<file path="src/rtl/uart_program_loader.sv">
// Boot-time program loader: receives a framed image over 8N1 UART, writes
// little-endian 32-bit words into the ITCM and keeps the core held in reset
// until a complete image passes its XOR checksum.
module uart_program_loader #(
   parameter int unsigned CLKS_PER_BIT = 1476,
   parameter int unsigned MAX_WORDS    = 1024,
   parameter int unsigned TIMEOUT_CLKS = 17000000
) (
   input  logic        clk,
   input  logic        cpu_rst,
   input  logic        uart_rx,
   output logic        core_hold,
   output logic        itcm_we,
   output logic [11:0] itcm_addr,
   output logic [31:0] itcm_wdata,
   output logic        loading,
   output logic        error,
   output logic [10:0] word_count
);

   localparam int unsigned HALF_BIT  = CLKS_PER_BIT / 2;
   localparam int unsigned BIT_CNT_W = $clog2(CLKS_PER_BIT + 1);
   localparam int unsigned TMO_W     = $clog2(TIMEOUT_CLKS + 1);
   localparam int unsigned WC_W      = 11;
   localparam int unsigned ADDR_W    = 12;
   localparam int unsigned DATA_W    = 32;
   localparam int unsigned LEN_W     = 16;
   localparam logic [7:0]  SYNC_BYTE = 8'hA5;

   // ------------------------------------------------------------------
   // RX front end
   // ------------------------------------------------------------------
   typedef enum logic [1:0] {
      RX_IDLE,
      RX_START,
      RX_DATA,
      RX_STOP
   } rx_state_t;

   logic [1:0]           rx_sync;
   logic                 rx_s;
   logic                 rx_prev;
   rx_state_t            rx_state;
   rx_state_t            rx_state_next;
   logic [BIT_CNT_W-1:0] rx_cnt;
   logic [BIT_CNT_W-1:0] rx_cnt_d;
   logic [2:0]           rx_bit;
   logic [2:0]           rx_bit_d;
   logic [7:0]           rx_byte;
   logic [7:0]           rx_byte_d;
   logic                 rx_valid;
   logic                 rx_valid_d;
   logic                 rx_ferr;
   logic                 rx_ferr_d;
   logic                 half_tick;
   logic                 full_tick;

   assign rx_s      = rx_sync[1];
   assign half_tick = (rx_cnt == BIT_CNT_W'(HALF_BIT - 1));
   assign full_tick = (rx_cnt == BIT_CNT_W'(CLKS_PER_BIT - 1));

   // Two-flop synchroniser plus one delayed copy for falling-edge detection
   always_ff @(posedge clk) begin
      if (!cpu_rst) begin
         rx_sync <= 2'b11;
         rx_prev <= 1'b1;
      end else begin
         rx_sync <= {rx_sync[0], uart_rx};
         rx_prev <= rx_s;
      end
   end

   // RX state register
   always_ff @(posedge clk) begin
      if (!cpu_rst) begin
         rx_state <= RX_IDLE;
      end else begin
         rx_state <= rx_state_next;
      end
   end

   // RX next-state logic
   always_comb begin
      rx_state_next = rx_state;
      case (rx_state)
         RX_IDLE:  if (rx_prev && !rx_s) rx_state_next = RX_START;
         RX_START: if (half_tick) rx_state_next = rx_s ? RX_IDLE : RX_DATA;
         RX_DATA:  if (full_tick && (rx_bit == 3'd7)) rx_state_next = RX_STOP;
         RX_STOP:  if (full_tick) rx_state_next = RX_IDLE;
         default:  rx_state_next = RX_IDLE;
      endcase
   end

   // RX datapath: bit timing, LSB-first shift, stop-bit verdict
   always_comb begin
      rx_cnt_d   = rx_cnt;
      rx_bit_d   = rx_bit;
      rx_byte_d  = rx_byte;
      rx_valid_d = 1'b0;
      rx_ferr_d  = 1'b0;
      case (rx_state)
         RX_IDLE: begin
            rx_cnt_d = '0;
            rx_bit_d = '0;
         end
         RX_START: begin
            rx_cnt_d = half_tick ? '0 : BIT_CNT_W'(rx_cnt + 1'b1);
         end
         RX_DATA: begin
            rx_cnt_d = full_tick ? '0 : BIT_CNT_W'(rx_cnt + 1'b1);
            if (full_tick) begin
               rx_byte_d = {rx_s, rx_byte[7:1]};
               rx_bit_d  = 3'(rx_bit + 3'd1);
            end
         end
         RX_STOP: begin
            rx_cnt_d = full_tick ? '0 : BIT_CNT_W'(rx_cnt + 1'b1);
            if (full_tick) begin
               rx_valid_d = rx_s;
               rx_ferr_d  = !rx_s;
            end
         end
         default: begin
            rx_cnt_d = '0;
         end
      endcase
   end

   // RX datapath registers
   always_ff @(posedge clk) begin
      if (!cpu_rst) begin
         rx_cnt   <= '0;
         rx_bit   <= '0;
         rx_byte  <= '0;
         rx_valid <= 1'b0;
         rx_ferr  <= 1'b0;
      end else begin
         rx_cnt   <= rx_cnt_d;
         rx_bit   <= rx_bit_d;
         rx_byte  <= rx_byte_d;
         rx_valid <= rx_valid_d;
         rx_ferr  <= rx_ferr_d;
      end
   end

   // ------------------------------------------------------------------
   // Frame loader
   // ------------------------------------------------------------------
   typedef enum logic [2:0] {
      ST_IDLE,
      ST_LEN_LO,
      ST_LEN_HI,
      ST_DATA,
      ST_CHECK,
      ST_DONE,
      ST_ERROR
   } ld_state_t;

   ld_state_t         state;
   ld_state_t         state_next;
   logic [7:0]        len_lo;
   logic [7:0]        len_lo_d;
   logic [WC_W-1:0]   len_words;
   logic [WC_W-1:0]   len_words_d;
   logic [1:0]        byte_idx;
   logic [1:0]        byte_idx_d;
   logic [23:0]       word_asm;
   logic [23:0]       word_asm_d;
   logic [7:0]        checksum;
   logic [7:0]        checksum_d;
   logic [TMO_W-1:0]  tmo_cnt;
   logic [TMO_W-1:0]  tmo_cnt_d;
   logic              core_hold_d;
   logic              itcm_we_d;
   logic [ADDR_W-1:0] itcm_addr_d;
   logic [DATA_W-1:0] itcm_wdata_d;
   logic              loading_d;
   logic              error_d;
   logic [WC_W-1:0]   word_count_d;
   logic              in_frame;
   logic              next_in_frame;
   logic              is_sync;
   logic              tmo_expire;
   logic              word_last;
   logic [LEN_W-1:0]  len_field;

   assign in_frame      = (state == ST_LEN_LO) || (state == ST_LEN_HI) ||
                          (state == ST_DATA)   || (state == ST_CHECK);
   assign next_in_frame = (state_next == ST_LEN_LO) || (state_next == ST_LEN_HI) ||
                          (state_next == ST_DATA)   || (state_next == ST_CHECK);
   assign is_sync       = rx_valid && (rx_byte == SYNC_BYTE);
   assign tmo_expire    = in_frame && !rx_valid && (tmo_cnt == TMO_W'(TIMEOUT_CLKS - 1));
   assign word_last     = (WC_W'(word_count + 1'b1) == len_words);
   assign len_field     = {rx_byte, len_lo};

   // Loader state register
   always_ff @(posedge clk) begin
      if (!cpu_rst) begin
         state <= ST_IDLE;
      end else begin
         state <= state_next;
      end
   end

   // Loader next-state logic; framing errors and inter-byte timeout abort any frame
   always_comb begin
      state_next = state;
      case (state)
         ST_IDLE, ST_DONE, ST_ERROR: begin
            if (is_sync) state_next = ST_LEN_LO;
         end
         ST_LEN_LO: begin
            if (rx_valid) state_next = ST_LEN_HI;
         end
         ST_LEN_HI: begin
            if (rx_valid) begin
               if ((len_field == '0) || (len_field > LEN_W'(MAX_WORDS))) begin
                  state_next = ST_ERROR;
               end else begin
                  state_next = ST_DATA;
               end
            end
         end
         ST_DATA: begin
            if (rx_valid && (byte_idx == 2'd3) && word_last) state_next = ST_CHECK;
         end
         ST_CHECK: begin
            if (rx_valid) state_next = (rx_byte == checksum) ? ST_DONE : ST_ERROR;
         end
         default: state_next = ST_IDLE;
      endcase
      if (in_frame && (rx_ferr || tmo_expire)) state_next = ST_ERROR;
   end

   // Loader outputs and datapath next values
   always_comb begin
      len_lo_d     = len_lo;
      len_words_d  = len_words;
      byte_idx_d   = byte_idx;
      word_asm_d   = word_asm;
      checksum_d   = checksum;
      core_hold_d  = core_hold;
      itcm_we_d    = 1'b0;
      itcm_addr_d  = itcm_addr;
      itcm_wdata_d = itcm_wdata;
      error_d      = error;
      word_count_d = word_count;
      loading_d    = next_in_frame;
      tmo_cnt_d    = (in_frame && !rx_valid) ? TMO_W'(tmo_cnt + 1'b1) : '0;
      case (state)
         ST_IDLE, ST_DONE, ST_ERROR: begin
            if (is_sync) begin
               core_hold_d  = 1'b1;
               error_d      = 1'b0;
               word_count_d = '0;
               checksum_d   = '0;
               byte_idx_d   = '0;
            end
         end
         ST_LEN_LO: begin
            if (rx_valid) len_lo_d = rx_byte;
         end
         ST_LEN_HI: begin
            if (rx_valid) len_words_d = WC_W'(len_field);
         end
         ST_DATA: begin
            if (rx_valid) begin
               checksum_d = checksum ^ rx_byte;
               word_asm_d = {rx_byte, word_asm[23:8]};
               byte_idx_d = 2'(byte_idx + 2'd1);
               if (byte_idx == 2'd3) begin
                  itcm_we_d    = 1'b1;
                  itcm_wdata_d = {rx_byte, word_asm};
                  itcm_addr_d  = {word_count[WC_W-2:0], 2'b00};
                  word_count_d = WC_W'(word_count + 1'b1);
               end
            end
         end
         ST_CHECK: begin
            if (state_next == ST_DONE) core_hold_d = 1'b0;
         end
         default: begin
            core_hold_d = 1'b1;
         end
      endcase
      if (state_next == ST_ERROR) error_d = 1'b1;
   end

   // Loader datapath and output registers
   always_ff @(posedge clk) begin
      if (!cpu_rst) begin
         len_lo     <= '0;
         len_words  <= '0;
         byte_idx   <= '0;
         word_asm   <= '0;
         checksum   <= '0;
         tmo_cnt    <= '0;
         core_hold  <= 1'b1;
         itcm_we    <= 1'b0;
         itcm_addr  <= '0;
         itcm_wdata <= '0;
         loading    <= 1'b0;
         error      <= 1'b0;
         word_count <= '0;
      end else begin
         len_lo     <= len_lo_d;
         len_words  <= len_words_d;
         byte_idx   <= byte_idx_d;
         word_asm   <= word_asm_d;
         checksum   <= checksum_d;
         tmo_cnt    <= tmo_cnt_d;
         core_hold  <= core_hold_d;
         itcm_we    <= itcm_we_d;
         itcm_addr  <= itcm_addr_d;
         itcm_wdata <= itcm_wdata_d;
         loading    <= loading_d;
         error      <= error_d;
         word_count <= word_count_d;
      end
   end

endmodule

</file>
<file path="config.mk">
export PLATFORM = sky130hd
export DESIGN_NAME = uart_program_loader
export DESIGN_NICKNAME = d
export VERILOG_FILES = /design/src/rtl/uart_program_loader.sv
export SDC_FILE = /design/constraint.sdc
export NUM_CORES = 1
export LEC_CHECK = 0
export CAP_MARGIN = 5
export CORE_AREA = 3 3 130 132
export CTS_CLUSTER_DIAMETER = 200
export CTS_CLUSTER_SIZE = 28
export DETAILED_ROUTE_END_ITERATION = 8
export DIE_AREA = 0 0 133 135
export MAX_ROUTING_LAYER = met4
export PLACE_DENSITY = 0.62
export SLEW_MARGIN = 20
export SYNTH_ARGS = -nofsm -noshare
export SYNTH_HDL_FRONTEND = slang
export SYNTH_SLANG_ARGS = --single-unit
</file>
<file path="constraint.sdc">
create_clock -name clk -period 2.65 [get_ports clk]
set_input_delay 0.265 -clock clk [delete_from_list [all_inputs] [get_ports clk]]
set_output_delay 0.265 -clock clk [all_outputs]
set_load 0.005 [all_outputs]
</file>
==> run metrics, run 1 <==
Worst R2R Setup Slack between 0.1 and 0.15 ns; area leader, netlist dfxtp_1; H-tree levels 4; clk buf depth 2; largest cells by area after synthesis dfxtp_1, nand2_1, a21oi_1; Mapped Area 7100 um2; Port Buffers 59; gpl congestion 0.817; FMAX between 0.3 and 0.4 GHz; Setup CP Type flip-flop to flip-flop; fin. max-slew vios 0; Setup Fix Bufs, Post-CTS 0; pre-CTS WS 0.101 ns; DPL Wire Length 10.6 mm; Synth async-reset ratio 0%; Placeable Area 15800 um2; Slew @ Worst Pin roughly 0.57 ns; total congestion overflow 0; non-filler cells, final between 1000 and 1500; TritonCTS buffer count 17; hold_buf cts 0; Clock Sinks 167; r2r startpoint word_count[0]$_SDFFE_PN0P_; vias a little under 6000; Worst-path clk slew 0.07 ns; setup tns final 0 ns; cell depth of the worst hold path 2; dominant synthesized flop cell dfxtp_1; critical-path maximum fanout 8; pwr/cell area about 580 nW/um2; Hold Path End rx_sync[0]$_SDFF_PN1_; Synth cell types 55; Die H 135 um; synth warn 0; number of synthesized flops with an enable pin 0; die width 133 um; antenna viol nets, final 0; GRT Total Usage 18.2%; status finished clean; Skew-Pair Late Insertion Delay between 0.4 and 0.5 ns; initial antenna violation count 0; r2r endpoint error$_SDFFE_PN0P_; IR drop worst, VDD 0.412 mV; Setup crit end kind flip-flop; Std-Cell Rows 46; Placed Cells about 1100; CP arrival 2.82 ns; final setup skew 0.0144 ns; area of the multi-input gates 3470 um2; Via-to-Cell Ratio 5.06; minimum clock period 2.51 ns; die area approximately 18000 um2; leakage power between 2 and 3 nW; final wirelength 15.6 mm; vias in the first global route 5397; Hold Crit Start uart_rx; CTS tree done; drt pass-1 iters 5; Fin. Hold Viols 0; PostCTS Resize Cnt 0; count of final setup violators 0; Min Hold Slack 0.407 ns; Yosys top cell area share 47.1%; Worst Setup Slack, final 0.143 ns; Critical Path RT around 3 ns; startpoint types flip-flop; share of layout cells above drive strength 1 7.43%; Initial DRC Count 390; clk root buf clkbuf_16; register area share after synthesis 47.1%; Hold Crit Class input pin to flip-flop; Initial Util 44.9%; Avg WL per Cell 13.4 um; Antenna Cells 0; Mapped Cells 891; Max-slew headroom approximately three fifths; FF/Latch Area approximately 3300 um2; post-synthesis register bit count 167; Critical path origin word_count[0]$_SDFFE_PN0P_; worst r2r path cells 9; FILL cells 1523; largest net degree at the start of global routing 50; num ports between 60 and 70; Final nets 940; Area growth, synth to finish 19.2%; Max Cap Viol 0; first-pass GRT wire length 26.3 mm; Residual DRC 0; Final period util 94.6%; mean post-synth cell area 7.97 um2
[cell usage in the layout (no fill, tap or decap), types with 17 or more instances in the layout]
cell type	n
nand2_1	214
dfxtp_1	166
a21oi_1	106
nor2_1	87
clkdlybuf4s50_1	59
xor2_1	28
nand3_1	25
o21ai_0	24
xnor2_1	24
buf_4	21
clkbuf_16	17
[how the worst max path moves through the flow]
stage                               endpoint  slack [ns]
after global placement    error$_SDFFE_PN0P_        0.15
after CTS                 error$_SDFFE_PN0P_        0.08
after global routing      loading$_SDFF_PN0_      -0.003
final                     error$_SDFFE_PN0P_        0.14
after detailed placement  error$_SDFFE_PN0P_        0.10
after floorplan           error$_SDFFE_PN0P_        0.27
[cell families (layout without fill, tap and decap cells)]
family / after synthesis / after routing / share of synthesized area, %
simple gates: 419 / 419 / 26.3
flops: 167 / 167 / 47.1
compound gates: 164 / 164 / 13.1
buf+inv: 71 / 121 / 4.31
xor+xnor: 52 / 52 / 6.41
mux: 10 / 10 / 1.44
fa+ha+maj: 7 / 7 / 1.23
other cells: 1 / 2 / 0.0528
[Yosys cell counts, types with 5 or more instances]
cell / n
nand3_1: 25
xor2_1: 28
dfxtp_1: 167
inv_1: 7
o21a_1: 7
and3_1: 16
nor2_1: 87
nand4_1: 8
or3_1: 6
and2_1: 6
o21ai_0: 24
buf_2: 8
a31oi_1: 6
nand2_1: 215
nand3b_1: 7
a21oi_1: 106
xnor2_1: 24
nor3_1: 13
nor4_1: 5
nand2b_1: 8
ha_1: 7
clkbuf_1: 49
mux2i_1: 8
[state kept, by name, summed over array words and instances, names as in the netlist, 3 cells and up, named ones only]
signal      count
word_count     11
state           3
rx_cnt         11
checksum        8
itcm_addr      10
tmo_cnt        25
len_lo          8
word_asm       24
itcm_wdata     32
len_words      11
rx_byte         8
rx_bit          3
[routing by layer]
layer | GRT usage [%] | wire length [um] | up-vias
met3 | 3.76 | 450 | 13
met2 | 27.9 | 7140 | 79
met4 | 5.37 | 163 | 0
li1 | - | - | 3043
met5 | - | 0 | -
met1 | 24.5 | 7800 | 2725
[through the flow]
stage	power, W	util [%]	area, um2
CTS	0.00495	53.5	8460
global route	0.00506	53.5	8470
finish	0.00490	53.5	8470
detailed placement	0.00263	50.0	7910
global placement	0.00263	50.0	7910
floorplan	0.00261	-	7110
[worst max-delay path, cell delays in order (launching register included)]
cell and delay [ns]:
dfxtp_1 0.34, ha_2 0.26, nand4_1 0.17, or3_1 0.40, xnor2_1 0.19, a2111oi_4 0.21
o211ai_2 0.22, a211oi_2 0.29, nor2_1 0.08, a31o_1 0.24
[power breakdown]
group	switching [W]	internal (W)	total, W
combinational	0.0000399	0.0000152	0.0000550
clock	0.00108	0.00125	0.00232
sequential	0.00000492	0.00251	0.00252
[final cells by class]
cell class	count	area share, %
clock buffers	18	5.19
clock inverters	13	1.29
multi-input cells	654	41.0
flip-flops and latches	167	39.5
repair buffers	83	9.54
well taps	216	3.19
inverters	7	0.325
(Power assumes the default switching activity.)
==> inputs of run 2 (changes only) <==
--- a/config.mk
+++ b/config.mk
@@ -13,7 +13,7 @@
 export DIE_AREA = 0 0 133 135
 export MAX_ROUTING_LAYER = met4
 export PLACE_DENSITY = 0.62
-export SLEW_MARGIN = 20
+export RECOVER_POWER = 25
 export SYNTH_ARGS = -nofsm -noshare
 export SYNTH_HDL_FRONTEND = slang
 export SYNTH_SLANG_ARGS = --single-unit
==> run 2 against run 1 <==
Register-to-register slack hardly changed. Final area is 0.13% lower. Routed wire length hardly changed. Flip-flop and latch count stayed put. Setup slack better by 0.0043 ns. First-iteration DRC count is 14% lower.
==> run metrics, run 2 (synthesized netlist as in run 1, its figures left out) <==
final wirelength 15.6 mm; Initial DRC Count 336; GR Layer Usage met3 3.76%; most frequent cells in the layout nand2_1, dfxtp_1, a21oi_1, nor2_1, dlygate4sd3_1; GRT Max-Usage Layer met2; PostCTS Resize Cnt 0; combinational power share 1.1%; status finished clean; r2r endpoint error$_SDFFE_PN0P_; Slew @ Worst Pin 1.06 ns; worst r2r path cells 9; share of layout cells above drive strength 1 7.11%; non-filler cells, final around 1200; Fin. Hold Viols 0; final setup skew ~0.012 ns; hold_buf cts 0; Hold Path End rx_sync[0]$_SDFF_PN1_; Max-slew headroom ~29%; DPL Wire Length 10.6 mm; Initial Util 44.9%; Hold Crit Start uart_rx; net switching fraction of the power 22.9%; count of final setup violators 0; Via-to-Cell Ratio 5.06; Hold Crit Class input pin to flip-flop; first-pass GRT wire length roughly 26 mm; Setup crit end kind flip-flop; Clock Sinks 167; clock share of power 47.5%; Skew-Pair Late Insertion Delay 0.43 ns; r2r startpoint word_count[0]$_SDFFE_PN0P_; critical-path maximum fanout 8; Most flops, register itcm_wdata; vias in the first global route 5397; GRT Total Usage a little under a fifth; Port Buffers 59; Die H 135 um; startpoint types flip-flop; Placeable Area 15800 um2; Setup CP Type flip-flop to flip-flop; FMAX 0.400 GHz; fin. max-slew vios 0; die area roughly 18000 um2; gpl congestion 0.817; max reg flops 32; largest net degree at the start of global routing 50; total congestion overflow 0; Antenna Cells 0; minimum clock period 2.50 ns; CP arrival 2.82 ns; H-tree levels 4; Final period util 94.4%; Int Power 0.00377 W; TritonCTS buffer count 17; num ports 62; Placed Cells 1127; clk buf depth 2; antenna viol nets, final 0; Max Cap Viol 0; sequential share of power 51.4%; die width between 100 and 150 um; FILL cells 1526; clk root buf clkbuf_16; cell depth of the worst hold path 2; Critical Path RT 2.97 ns; Residual DRC 0; GR Layer Usage met1 24.5%; Total Power 0.00490 W; commonest non-fill, non-tap cell in the layout nand2_1; IR drop worst, VDD 0.413 mV; Avg WL per Cell 13.4 um; vias 5864; Area growth, synth to finish 19.1%; Final nets between 900 and 1000; initial antenna violation count 0; Worst-path clk slew 0.07 ns; pwr/cell area 579 nW/um2; Largest regs itcm_wdata (32), tmo_cnt (25), word_asm (24); GR Util met2 27.9%; drt pass-1 iters 4; Net Switching 0.00112 W; Setup Fix Bufs, Post-CTS 0; leakage power 3.09 nW; Std-Cell Rows 46; Worst R2R Setup Slack approximately 0.15 ns; CTS tree done
==> run 2: cell types whose count changed in the layout (fill, tap and decap cells not counted), sizes merged <==
cell / delta
clkdlybuf4s50: -48
dlygate4sd3: +48
buf: -3
clkbuf: +3
==> run 2: how the worst max path moves through the flow <==
stage,endpoint,startpoint,slack [ns],cells after the start
after floorplan,error$_SDFFE_PN0P_,word_count[0]$_SDFFE_PN0P_,0.27,10
after global placement,error$_SDFFE_PN0P_,word_count[0]$_SDFFE_PN0P_,0.15,9
after detailed placement,error$_SDFFE_PN0P_,word_count[0]$_SDFFE_PN0P_,0.10,9
after CTS,error$_SDFFE_PN0P_,word_count[0]$_SDFFE_PN0P_,0.08,9
after global routing,loading$_SDFF_PN0_,word_count[0]$_SDFFE_PN0P_,-0.003,9
final,error$_SDFFE_PN0P_,word_count[0]$_SDFFE_PN0P_,0.15,9
==> run 2: critical path, cell delays in order (launching register included) <==
cell and delay (ns):
dfxtp_1 0.34, ha_2 0.26, nand4_1 0.17, or3_1 0.40, xnor2_1 0.19, a2111oi_4 0.21, o211ai_2 0.23, a211oi_2 0.29
nor2_1 0.08, a31o_1 0.24
==> run 2: metal layers <==
layer  share of wire (%)  wire [um]
met1                  50       7790
met2                  46       7170
met3                 2.8        432
met4                 1.1        171
met5                   0          0
==> run 2: layout make-up <==
class	count	area, um2	area share, %
Clock buffer	18	439	5.19
Timing Repair Buffer	83	797	9.42
Clock inverter	13	109	1.29
Multi-Input combinational cell	654	3470	41.0
Inverter	7	27.5	0.325
Tap cell	216	270	3.20
Sequential cell	167	3340	39.5
==> run 2: power by group through the flow <==
stage	Sequential [W]	Combinational, W	Clock, W
2_1_floorplan	0.00257	0.0000401	0
3_3_place_gp	0.00257	0.0000560	0
3_5_place_dp	0.00257	0.0000557	0
4_1_cts	0.00252	0.0000558	0.00238
5_1_grt	0.00252	0.0000594	0.00249
6_report	0.00252	0.0000538	0.00233
==> run 2: through the flow <==
stage / instance area (um2) / util, % / TNS (ns) / hold slack, ns / setup WS (ns)
5_1_grt: 8460 / 53.4 / -0.00277 / 0.397 / -0.00277
6_report: 8460 / 53.4 / 0 / 0.406 / 0.147
2_1_floorplan: 7110 / - / 0 / 0.366 / 0.268
3_5_place_dp: 7910 / 50.0 / 0 / 0.410 / 0.101
4_1_cts: 8460 / 53.5 / 0 / 0.394 / 0.0840
3_3_place_gp: 7910 / 50.0 / 0 / 0.399 / 0.147
